<file path="src/rtl/pulse_level_conv.sv">
// Multi-channel pulse/level converter: each channel runs as toggle, stretch, edge
// detector or sticky flag, selected per channel at run time.
module pulse_level_conv #(
   parameter int CH    = 4,
   parameter int CNT_W = 8
) (
   input  logic                clk,
   input  logic                rst_n,
   input  logic [CH-1:0]       en,
   input  logic [CH-1:0]       clr,
   input  logic [2*CH-1:0]     mode,
   input  logic [CNT_W-1:0]    stretch_len,
   input  logic [CH-1:0]       d,
   output logic [CH-1:0]       lvl,
   output logic [CH-1:0]       busy
);

   localparam logic [1:0] MODE_TOGGLE  = 2'b00;
   localparam logic [1:0] MODE_STRETCH = 2'b01;
   localparam logic [1:0] MODE_EDGE    = 2'b10;
   localparam logic [1:0] MODE_STICKY  = 2'b11;

   localparam logic [CNT_W-1:0] CNT_ONE = CNT_W'(1);

   for (genvar gi = 0; gi < CH; gi++) begin : g_ch
      logic [1:0]       mode_i;
      logic [1:0]       mode_q;
      logic [CNT_W-1:0] cnt;
      logic             lvl_q;
      logic             d_q;

      assign mode_i = mode[2*gi +: 2];

      // NOTE: every register here uses non-blocking assignment so all channels
      // and all state bits update from the same pre-edge values.
      always_ff @(posedge clk or negedge rst_n) begin
         if (!rst_n) begin
            lvl_q  <= 1'b0;
            cnt    <= '0;
            d_q    <= 1'b0;
            mode_q <= MODE_TOGGLE;
         end else begin
            d_q    <= d[gi];
            mode_q <= mode_i;
            if (clr[gi] || (mode_i != mode_q)) begin
               // A mode switch behaves like a clear so no state leaks across modes.
               lvl_q <= 1'b0;
               cnt   <= '0;
            end else if (!en[gi]) begin
               if (mode_i == MODE_EDGE) lvl_q <= 1'b0;
            end else begin
               case (mode_i)
                  MODE_TOGGLE:  lvl_q <= lvl_q ^ d[gi];
                  MODE_STRETCH: begin
                     // lvl_q tracks the next counter value so lvl and busy agree.
                     if (d[gi]) begin
                        cnt   <= stretch_len;
                        lvl_q <= |stretch_len;
                     end else if (cnt != '0) begin
                        cnt   <= cnt - CNT_ONE;
                        lvl_q <= (cnt != CNT_ONE);
                     end
                  end
                  MODE_EDGE:    lvl_q <= d[gi] ^ d_q;
                  MODE_STICKY:  lvl_q <= lvl_q | d[gi];
               endcase
            end
         end
      end

      assign lvl[gi]  = lvl_q;
      assign busy[gi] = |cnt;
   end

endmodule

</file>
<file path="config.mk">
export PLATFORM = sky130hd
export DESIGN_NAME = pulse_level_conv
export DESIGN_NICKNAME = d
export VERILOG_FILES = /design/src/rtl/pulse_level_conv.sv
export SDC_FILE = /design/constraint.sdc
export NUM_CORES = 1
export LEC_CHECK = 0
export ABC_CLOCK_PERIOD_IN_PS = 2400
export BUFFER_PORTS_ARGS = -buffer_cell sky130_fd_sc_hd__buf_2
export CORE_AREA = 8 8 110 102
export CTS_CLUSTER_SIZE = 8
export DETAILED_ROUTE_END_ITERATION = 8
export DIE_AREA = 0 0 118 110
export GPL_TIMING_DRIVEN = 1
export RECOVER_POWER = 50
export SYNTH_ARGS = -nofsm -noshare
export SYNTH_HDL_FRONTEND = slang
export SYNTH_SLANG_ARGS = --single-unit
</file>
<file path="constraint.sdc">
create_clock -name clk -period 2.4 [get_ports clk]
set_clock_uncertainty 0.05 [all_clocks]
set_input_delay 0.48 -clock clk [delete_from_list [all_inputs] [get_ports clk]]
set_output_delay 0.48 -clock clk [all_outputs]
set_load 0.05 [all_outputs]
</file>
==> key figures, run 1 <==
Drt
  • Antenna Nets Post-Route: 0
  • DR vias/cell: ~5.5
  • WL final: about 8.0 mm
  • Router iterations before antenna repair: 4
  • Residual DRC: 0
  • Vias: between 2000 and 3000
  • Wire length per cell: approximately 15 microns
  • First DRT Iteration DRCs: between 100 and 150

Finish
  • Share of layout cells above drive strength 1: 14.96%
  • Commonest non-fill, non-tap cell in the layout: dfrtp_1
  • Non-Filler Instances: 527
  • FF+latch area: 1201 sq um
  • Syn-to-layout area delta: 13.92%
  • Area occupied by multi-input gates: 1827 sq um
  • Fill count: 935
  • # diodes: 0
  • NumNets Final: 443
  • Most frequent cells in the layout: dfrtp_1, a21oi_1, nor2_1

Global routing
  • GRT Total Usage: 12.80%
  • Antenna violations before repair: 0
  • GRT Residual Overflow: 0
  • First-pass GRT wire length: roughly 14 mm
  • Largest net degree at the start of global routing: 49
  • Number of global-route vias before repair: between 2000 and 3000

Setup path
  • Worst Path Arrival: about 1800 ps
  • Worst setup path start: g_ch[2].cnt[1]$_DFFE_PN0P_
  • CP Capture Type: output port
  • CP Class: flop to output port
  • FF-to-FF Start: g_ch[0].cnt[0]$_DFFE_PN0P_
  • Max FO, Critical Path: 4
  • Setup crit start kind: flop
  • Critical path data required time: 1870 ps

Floorplan
  • Die ar.: between 10000 and 15000 sq um
  • Row cnt: 34
  • Die Wd: around 120 microns
  • Core Footprint: between 9000 and 10000 sq um
  • Die Height: 110 microns
  • Top Ports: 38
  • Starting density of the core: about 34%

Clock network
  • TritonCTS clock tree: built
  • Root Driver: clkbuf_8
  • Clk buf depth: 2
  • # clock sinks: 48
  • CTS buffer count: 5
  • Htree depth: 2
  • Clock transition at path regs: around 90 ps
  • Worst-Skew Late Latency: ~310 ps

Yosys
  • Synth warn: 0
  • Most used DFF post-synth: dfrtp_1
  • Post-Synth Simple-Gate Area: 22.36%
  • Combinational family with the most area after synthesis: compound AO/OA/AOI/OAI gates
  • Post-synth top area cell: dfrtp_1
  • Mux contribution to synthesized area: between 1.5 and 2%
  • Post-synthesis sequential area ratio: between 30% and 40%
  • Cell count after synthesis: roughly 360
  • Post-synthesis xor/xnor area fraction: 4.140%
  • Synth Net Count: slightly above 400
  • Avg Cell Area, Syn: between 8 and 9 sq um
  • Synth area leaders: dfrtp_1, a21oi_1, ha_1
  • Ys async rst share: between 90% and 100%
  • Synthesized area: 3173 sq um
  • Compound-Gate Fraction of Synth Area: 23.66%
  • Number of flops mapped to enable cells by yosys: 0
  • Synth top area share: between 30% and 40%
  • Synth Area in Adders: 4.732%
  • Distinct cells, synth: between 40 and 50
  • Synth Register Bits: 48

Place
  • DP HPWL: just under 6 mm
  • Placed cell count: 517
  • PortBufs: 37
  • GP Congestion: about 0.88

Hold path
  • Worst hold path class: primary input to flop
  • HP Start: en[2]

Timing
  • Slew @ Worst Pin: around 1200 ps
  • Total negative setup slack: 0 ps
  • Final Max Tran Viols: 0
  • RSZ-0062 raised after global routing: false
  • Final Setup Violations: 0
  • Final hold violation count: 0
  • Max_slew headroom: 19.31%
  • Final worst path period share: between 90% and 100%
  • Fmax: 429.8 MHz
  • Fin crit period: between 2000 and 2500 ps

Job
  • # Max-Cap Violations: 0

Power
  • Pwr/cell area: 453.7 nW/um^2
  • Max VDD drop: approximately 210 uV
  • Static Leak: between 1.5 and 2 nW

Status
  • Status: finished, final reports clean
logic make-up after synthesis:
family,after synthesis
buffers and inverters,39
xor gates and xnor gates,15
muxes,6
AOI/OAI and AO/OA,114
DFF,48
and+or+nand+nor,130
adders and majority gates,12
repair_timing:
action,4_1_cts,5_1_grt
hold buffers,0,0
buffers inserted,0,3
resized for setup,7,3
endpoints found under the setup margin,3,2
cloned,0,0
endpoints found under the hold margin,0,0
report_power, final:
group	internal (mW)	switching, mW
clock	0.258	0.288
combinational	0.0929	0.167
sequential	0.823	0.0111
state kept, by name, indices dropped and copies added (netlist names):
name / cells
g_ch.mode_q: 8
g_ch.d_q: 4
g_ch.cnt: 32
g_ch.lvl_q: 4
area by class of cell:
cell class	instances	area share, %
multi-input combinational	277	50.54
sequential	48	33.23
timing repair buffer	49	7.130
tap	126	4.361
clock buffer	7	2.665
inverter	20	2.077
through the flow:
stage | util, % | power [mW] | setup slack [ps] | cell area [sq um] | hold WS (ps)
finish | 38.45 | 1.640 | 73.50 | 3615 | 356.9
global route | 38.45 | 1.717 | 4.731 | 3615 | 365.2
CTS | 38.41 | 1.658 | 10.03 | 3611 | 239.6
detailed placement | 37.12 | 1.113 | 257.1 | 3490 | 418.7
global placement | 37.12 | 1.108 | 297.6 | 3490 | 422.3
floorplan | - | 1.013 | 204.6 | 3173 | 134.4
worst paths after layout:
check / end / cells after the start / slack (ps)
setup reg to reg: g_ch[0].cnt[5]$_DFFE_PN0P_ / 7 / 270
hold / removal: g_ch[2].lvl_q$_DFFE_PN0P_ / 2 / 360
max in group asynchronous: g_ch[1].mode_q[0]$_DFF_PN0_ / 2 / 1120
setup / recovery: busy[2] / 6 / 70
min in group asynchronous: g_ch[0].mode_q[1]$_DFF_PN0_ / 2 / 440
hold reg to reg: g_ch[0].cnt[6]$_DFFE_PN0P_ / 1 / 450
critical path: stages, from the launching register on:
cell and delay, ps:
dfrtp_1 400, inv_2 90, ha_1 150, or4b_4 500, nor2_4 110, inv_1 50, buf_4 180
per-layer routing:
metal	up-vias	GRT usage, %	share of wire (%)
met1	1385	16.74	47
met4	0	4.840	1.6
met5	-	0	0
met3	8	2.037	4.3
li1	1411	-	-
met2	73	21.20	47
cell usage after synthesis (9+ instances only):
| cell | number |
|---|---|
| clkbuf_1 | 13 |
| o22ai_1 | 13 |
| ha_1 | 12 |
| nor3_1 | 20 |
| nand2_1 | 21 |
| a22o_1 | 9 |
| o21ai_0 | 20 |
| a21oi_1 | 33 |
| dfrtp_1 | 48 |
| inv_1 | 20 |
| or3_1 | 9 |
| xor2_1 | 10 |
| nor2_1 | 29 |
(Power assumes the default switching activity.)
==> run 2: changes to the inputs <==
Settings changed: CELL_PAD_IN_SITES_DETAIL_PLACEMENT set to 2, CELL_PAD_IN_SITES_GLOBAL_PLACEMENT set to 2, PLACE_DENSITY_LB_ADDON set to 0.1, REMOVE_ABC_BUFFERS set to 1.
==> key figures, run 2 (same netlist as run 1, synthesis figures left out) <==
Clock network
  • TritonCTS clock tree: built
  • Cts hold-fix bufs: 0 (unchanged)
  • Clk buf depth: 2 (unchanged)
  • # clock sinks: 48 (unchanged)
  • Worst-Skew Late Latency: 300 ps (about the same)
  • Root Driver: clkbuf_8
  • CTS buffer count: 5 (unchanged)
  • Clock transition at path regs: 100 ps (about the same)
  • Htree depth: 2 (unchanged)

Finish
  • NumNets Final: 447 (+0.90%)
  • Biggest regs: g_ch.cnt (32), g_ch.mode_q (8)
  • FF+latch area: 1201 sq um (unchanged)
  • Fill count: 1050 (+12%)
  • # diodes: 0 (unchanged)
  • Max reg flops: 32 (unchanged)
  • Biggest register: g_ch.cnt
  • Commonest non-fill, non-tap cell in the layout: dfrtp_1
  • Most frequent cells in the layout: dfrtp_1, a21oi_1, nor2_1
  • Area occupied by multi-input gates: 1837 sq um (+0.55%)
  • Syn-to-layout area delta: 16.13%
  • Post-route cell area: 3685 sq um (+1.9%)
  • Share of layout cells above drive strength 1: 16.54% (+1.6 points)

Global routing
  • Largest net degree at the start of global routing: 27 (-45%)
  • Number of global-route vias before repair: 3213 (+14%)
  • First-pass GRT wire length: 16.84 mm (+22%)
  • GRT Total Usage: 15.87% (+3.1 points)
  • Antenna violations before repair: 0 (unchanged)
  • GRT Residual Overflow: 0 (unchanged)

Timing
  • Max_slew headroom: 6.367% (-13 points)
  • Fmax: 430.0 MHz (about the same)
  • Fin crit period: 2325 ps (-1.156 ps)
  • Slew @ Worst Pin: 1404 ps (+194.2 ps)
  • Hold Slack: 358.2 ps (+1.222 ps)
  • Final hold violation count: 0 (unchanged)
  • Setup ws final: 74.65 ps (+1.156 ps)
  • Final worst path period share: 96.89% (about the same)
  • Final Setup Violations: 0 (unchanged)
  • Final Max Tran Viols: 0 (unchanged)
  • RSZ-0062 raised after global routing: true

Floorplan
  • Starting density of the core: 33.75% (unchanged)
  • Row cnt: 34 (unchanged)
  • Top Ports: 38 (unchanged)
  • Core Footprint: 9402 sq um (unchanged)
  • Die ar.: 12980 sq um (unchanged)
  • Die Height: 110 microns (unchanged)
  • Die Wd: 118 microns (unchanged)

Power
  • Power share of the clock group: 39.1% (+5.8 points)
  • P_int: 1.331 mW (+13%)
  • Seq pwr share: 45.7% (-5.2 points)
  • Static Leak: 1.648 nW (+2.2%)
  • Pwr/cell area: 496.4 nW/um^2 (+9.4%)
  • Sw Ratio: 27.22% (-1.2 points)
  • Max VDD drop: 205.3 uV (-0.98%)
  • Logic pwr share: 15.2% (-0.7 points)
  • Switch Pwr: 0.4980 mW (+6.9%)

Drt
  • Router iterations before antenna repair: 4 (unchanged)
  • WL final: 10.14 mm (+26%)
  • Wire length per cell: 19.09 microns (+25%)
  • Antenna Nets Post-Route: 0 (unchanged)
  • First DRT Iteration DRCs: 116 (+9.4%)
  • DR vias/cell: 5.507 (+0.87%)
  • Residual DRC: 0 (unchanged)
  • Vias: 2924 (+1.6%)

Hold path
  • Worst hold path class: primary input to flop

Status
  • Status: finished, final reports clean

Setup path
  • CP max stage delay: 500 ps (about the same)
  • Family with the most delay on the worst path: simple AND/OR/NAND/NOR gates
  • Setup crit start kind: flop
  • CP Capture Type: output port
  • Crit-path slowest cell: or4b_4
  • Critical path data required time: 1870 ps (about the same)
  • Worst Path Arrival: 1800 ps (about the same)
  • Worst path cell trace: inv_2 -> ha_2 -> or4b_4 -> nor2_4 -> inv_1 -> buf_6
  • Max FO, Critical Path: 4 (unchanged)
  • CP Class: flop to output port
  • WP buf/inv: 3 (unchanged)

Place
  • Place WS: 156.4 ps (-100.8 ps)
  • DP HPWL: 7.438 mm (+29%)
  • Placed Area: 3510 sq um (+0.57%)
  • PortBufs: 37 (unchanged)
  • GP Congestion: 0.7277 (-17%)

Job
  • # Max-Cap Violations: 0 (unchanged)
==> run 2: changes by cell type in the layout (fill, tap and decap cells not counted), moves of 2 or more <==
| cell | previous run | this run |
|---|---|---|
| inv_1 | 18 | 16 |
| inv_2 | 2 | 4 |
| clkbuf_8 | 7 | 5 |
| bufinv_16 | 0 | 2 |
==> run 2: routing by layer <==
layer	share of wire (%)	global-route usage, %
met1	49	20.35
met3	1.7	2.037
met2	49	28.58
met5	0	0
met4	0.54	2.922
==> run 2: final timing paths <==
path                                       startpoint                           to  slack, ps  cells past startpoint
hold / removal                                mode[3]  g_ch[1].mode_q[1]$_DFF_PN0_        360                      1
min in group asynchronous                       rst_n   g_ch[3].cnt[6]$_DFFE_PN0P_        430                      1
setup / recovery           g_ch[2].cnt[1]$_DFFE_PN0P_                      busy[2]         70                      6
max in group asynchronous                       rst_n   g_ch[2].cnt[5]$_DFFE_PN0P_        460                      2
hold reg to reg            g_ch[0].cnt[6]$_DFFE_PN0P_   g_ch[0].cnt[6]$_DFFE_PN0P_        450                      1
setup reg to reg           g_ch[2].cnt[1]$_DFFE_PN0P_   g_ch[2].cnt[5]$_DFFE_PN0P_        120                      8
==> run 2: final cells by class <==
type | instances | area share (%)
repair buffers | 53 | 7.742
multi-input cells | 277 | 49.85
clock inverters | 2 | 1.630
flip-flops and latches | 48 | 32.60
well taps | 126 | 4.278
clock buffers | 5 | 1.868
inverters | 20 | 2.037
==> run 2: per-stage QoR <==
step                cells  total power, mW  TNS (ps)  util, %
global placement      518            1.124         0    37.33
detailed placement    518            1.132         0    37.33
floorplan             345           0.9869         0        -
global route          531            1.909    -19.72    39.19
CTS                   528            1.852         0    39.15
finish                531            1.829         0    39.19
==> run 2: power groups by stage <==
stage | clock [mW] | sequential, mW | combinational (mW)
2_1_floorplan | 0 | 0.856 | 0.131
4_1_cts | 0.732 | 0.835 | 0.285
6_report | 0.716 | 0.835 | 0.278
3_5_place_dp | 0 | 0.851 | 0.281
3_3_place_gp | 0 | 0.851 | 0.273
5_1_grt | 0.762 | 0.838 | 0.309
==> run 2: what timing repair did <==
action                                  in CTS  in global routing
endpoints found under the setup margin       3                  3
gates resized for setup                      8                  9
pin swaps                                    1                  0
setup buffers                                3                  3
==> run 3: changes to the inputs <==
==> constraint.sdc (replaced) <==
create_clock -name clk -period 2.4 [get_ports clk]
set_clock_uncertainty 0.05 [all_clocks]
set_input_delay 0.36 -clock clk [delete_from_list [all_inputs] [get_ports clk]]
set_output_delay 0.36 -clock clk [all_outputs]
set_load 0.05 [all_outputs]
==> key figures, run 3 (same netlist as run 1, synthesis figures left out) <==
Setup path
  • WP buf/inv: 3 (unchanged)
  • Setup crit start kind: flop
  • CP max stage delay: 500 ps (about the same)
  • Max FO, Critical Path: 4 (unchanged)
  • Crit-path slowest cell: or4b_1
  • Most used cell, CP: inv_1
  • Worst Path Arrival: 1910 ps (+110 ps)
  • Family with the most delay on the worst path: simple AND/OR/NAND/NOR gates
  • CP Capture Type: output port
  • Worst path cell trace: inv_1 -> ha_1 -> or4b_1 -> nor2_2 -> inv_1 -> buf_2
  • CP Class: flop to output port
  • Critical path data required time: 1990 ps (+120 ps)

Timing
  • Max_slew headroom: 12.68% (+6.3 points)
  • Total negative setup slack: 0 ps (unchanged)
  • Fmax: 431.6 MHz (+0.36%)
  • Fin crit period: 2317 ps (-8.381 ps)
  • Final worst path period share: 96.54% (-0.35 points)
  • Final Setup Violations: 0 (unchanged)
  • Final Max Tran Viols: 0 (unchanged)
  • Setup ws final: 83.03 ps (+8.381 ps)
  • Hold Slack: 230.5 ps (-127.6 ps)
  • Final hold violation count: 0 (unchanged)
  • Slew @ Worst Pin: 1310 ps (-94.66 ps)

Clock network
  • Root Driver: clkbuf_8
  • Htree depth: 2 (unchanged)
  • CTS buffer count: 5 (unchanged)
  • Clk buf depth: 2 (unchanged)
  • Worst-Skew Late Latency: 310 ps (about the same)
  • TritonCTS clock tree: built
  • Clock transition at path regs: 100 ps (about the same)
  • # clock sinks: 48 (unchanged)

Power
  • Power share of the clock group: 37.7% (-1.4 points)
  • Seq pwr share: 47.0% (+1.3 points)
  • Pwr/cell area: 489.5 nW/um^2 (-1.4%)
  • Static Leak: 1.613 nW (-2.1%)
  • Sw Ratio: 27.70% (+0.47 points)
  • Max VDD drop: 201.4 uV (-1.9%)
  • Logic pwr share: 15.3% (about the same)
  • P_int: 1.284 mW (-3.5%)
  • Overall power: 1.776 mW (-2.9%)
  • Switch Pwr: 0.4919 mW (-1.2%)

Place
  • Placed cell count: 514 (-0.77%)
  • PortBufs: 37 (unchanged)
  • Place WS: 149.4 ps (-6.989 ps)
  • GP Congestion: 0.7464 (+2.6%)
  • Placed Area: 3480 sq um (-0.86%)
  • DP HPWL: 7.406 mm (-0.44%)

Floorplan
  • Starting density of the core: 33.75% (unchanged)
  • Die ar.: 12980 sq um (unchanged)
  • Die Height: 110 microns (unchanged)
  • Top Ports: 38 (unchanged)
  • Core Footprint: 9402 sq um (unchanged)
  • Die Wd: 118 microns (unchanged)
  • Row cnt: 34 (unchanged)

Hold path
  • Worst hold path class: primary input to flop

Drt
  • Wire length per cell: 19.04 microns (-0.23%)
  • First DRT Iteration DRCs: 110 (-5.2%)
  • Vias: 2930 (+0.21%)
  • Residual DRC: 0 (unchanged)
  • DR vias/cell: 5.570 (+1.2%)
  • Router iterations before antenna repair: 4 (unchanged)
  • WL final: 10.02 mm (-1.2%)
  • Antenna Nets Post-Route: 0 (unchanged)

Finish
  • Max reg flops: 32 (unchanged)
  • Non-Filler Instances: 526 (-0.94%)
  • Finished Core Util: 38.59% (-0.60 points)
  • Most frequent cells in the layout: dfrtp_1, a21oi_1, nor2_1
  • # diodes: 0 (unchanged)
  • NumNets Final: 441 (-1.3%)
  • Syn-to-layout area delta: 14.35%
  • Share of layout cells above drive strength 1: 14.25% (-2.3 points)
  • Post-route cell area: 3628 sq um (-1.5%)
  • Biggest regs: g_ch.cnt (32), g_ch.mode_q (8)
  • Commonest non-fill, non-tap cell in the layout: dfrtp_1
  • Biggest register: g_ch.cnt

Job
  • # Max-Cap Violations: 0 (unchanged)

Global routing
  • First-pass GRT wire length: 16.92 mm (+0.45%)
  • Number of global-route vias before repair: 3226 (+0.40%)
  • Antenna violations before repair: 0 (unchanged)
  • Largest net degree at the start of global routing: 28 (+3.7%)
  • GRT Residual Overflow: 0 (unchanged)
  • GRT Total Usage: 16.02% (+0.14 points)

Status
  • Status: finished, final reports clean
==> run 3: cell types whose count changed in the layout (fill, tap and decap cells not counted), moves of 2 or more <==
cell / previous run / this run
inv_1: 16 / 18
clkbuf_8: 5 / 7
buf_4: 12 / 6
clkbuf_4: 0 / 2
inv_2: 4 / 2
==> run 3: power by group through the flow <==
stage | Clock (mW) | Combinational (mW) | Sequential (mW)
floorplan | 0 | 0.131 | 0.856
global placement | 0 | 0.270 | 0.850
detailed placement | 0 | 0.279 | 0.851
CTS | 0.701 | 0.282 | 0.835
global route | 0.718 | 0.306 | 0.838
finish | 0.670 | 0.271 | 0.835
==> run 3: final timing paths <==
check	cells after the start	endpoint	from	slack [ps]
worst max-delay path	6	busy[0]	g_ch[0].cnt[1]$_DFFE_PN0P_	80
worst min-delay path	1	g_ch[1].mode_q[1]$_DFF_PN0_	mode[3]	230
worst max register to register	7	g_ch[0].cnt[2]$_DFFE_PN0P_	g_ch[0].cnt[1]$_DFFE_PN0P_	170
worst min register to register	1	g_ch[0].cnt[6]$_DFFE_PN0P_	g_ch[0].cnt[6]$_DFFE_PN0P_	460
max in group asynchronous	3	g_ch[0].cnt[2]$_DFFE_PN0P_	rst_n	320
min in group asynchronous	2	g_ch[3].cnt[6]$_DFFE_PN0P_	rst_n	800
==> run 3: layer usage <==
layer	GRT usage [%]	vias to the layer above	part of all wire, %
li1	-	1409	-
met2	27.97	27	49
met1	21.00	1488	48
met3	2.546	6	2.1
met4	2.648	0	0.52
met5	0	-	0
==> run 3: area by class of cell <==
cell class	instances	area [sq um]
fillers	1083	5773
multi-input cells	277	1823
flip-flops and latches	48	1202
repair buffers	47	244.0
well taps	126	157.7
clock buffers	7	96.34
inverters	20	75.07
clock inverters	1	30.03
==> run 3: repair_timing <==
item / CTS / global route
endpoints found under the hold margin: 11 / 0
endpoints found under the setup margin: 1 / 4
hold buffers: 1 / 0
buffers inserted: 0 / 3
gates resized for setup: 3 / 6
gates cloned: 0 / 0
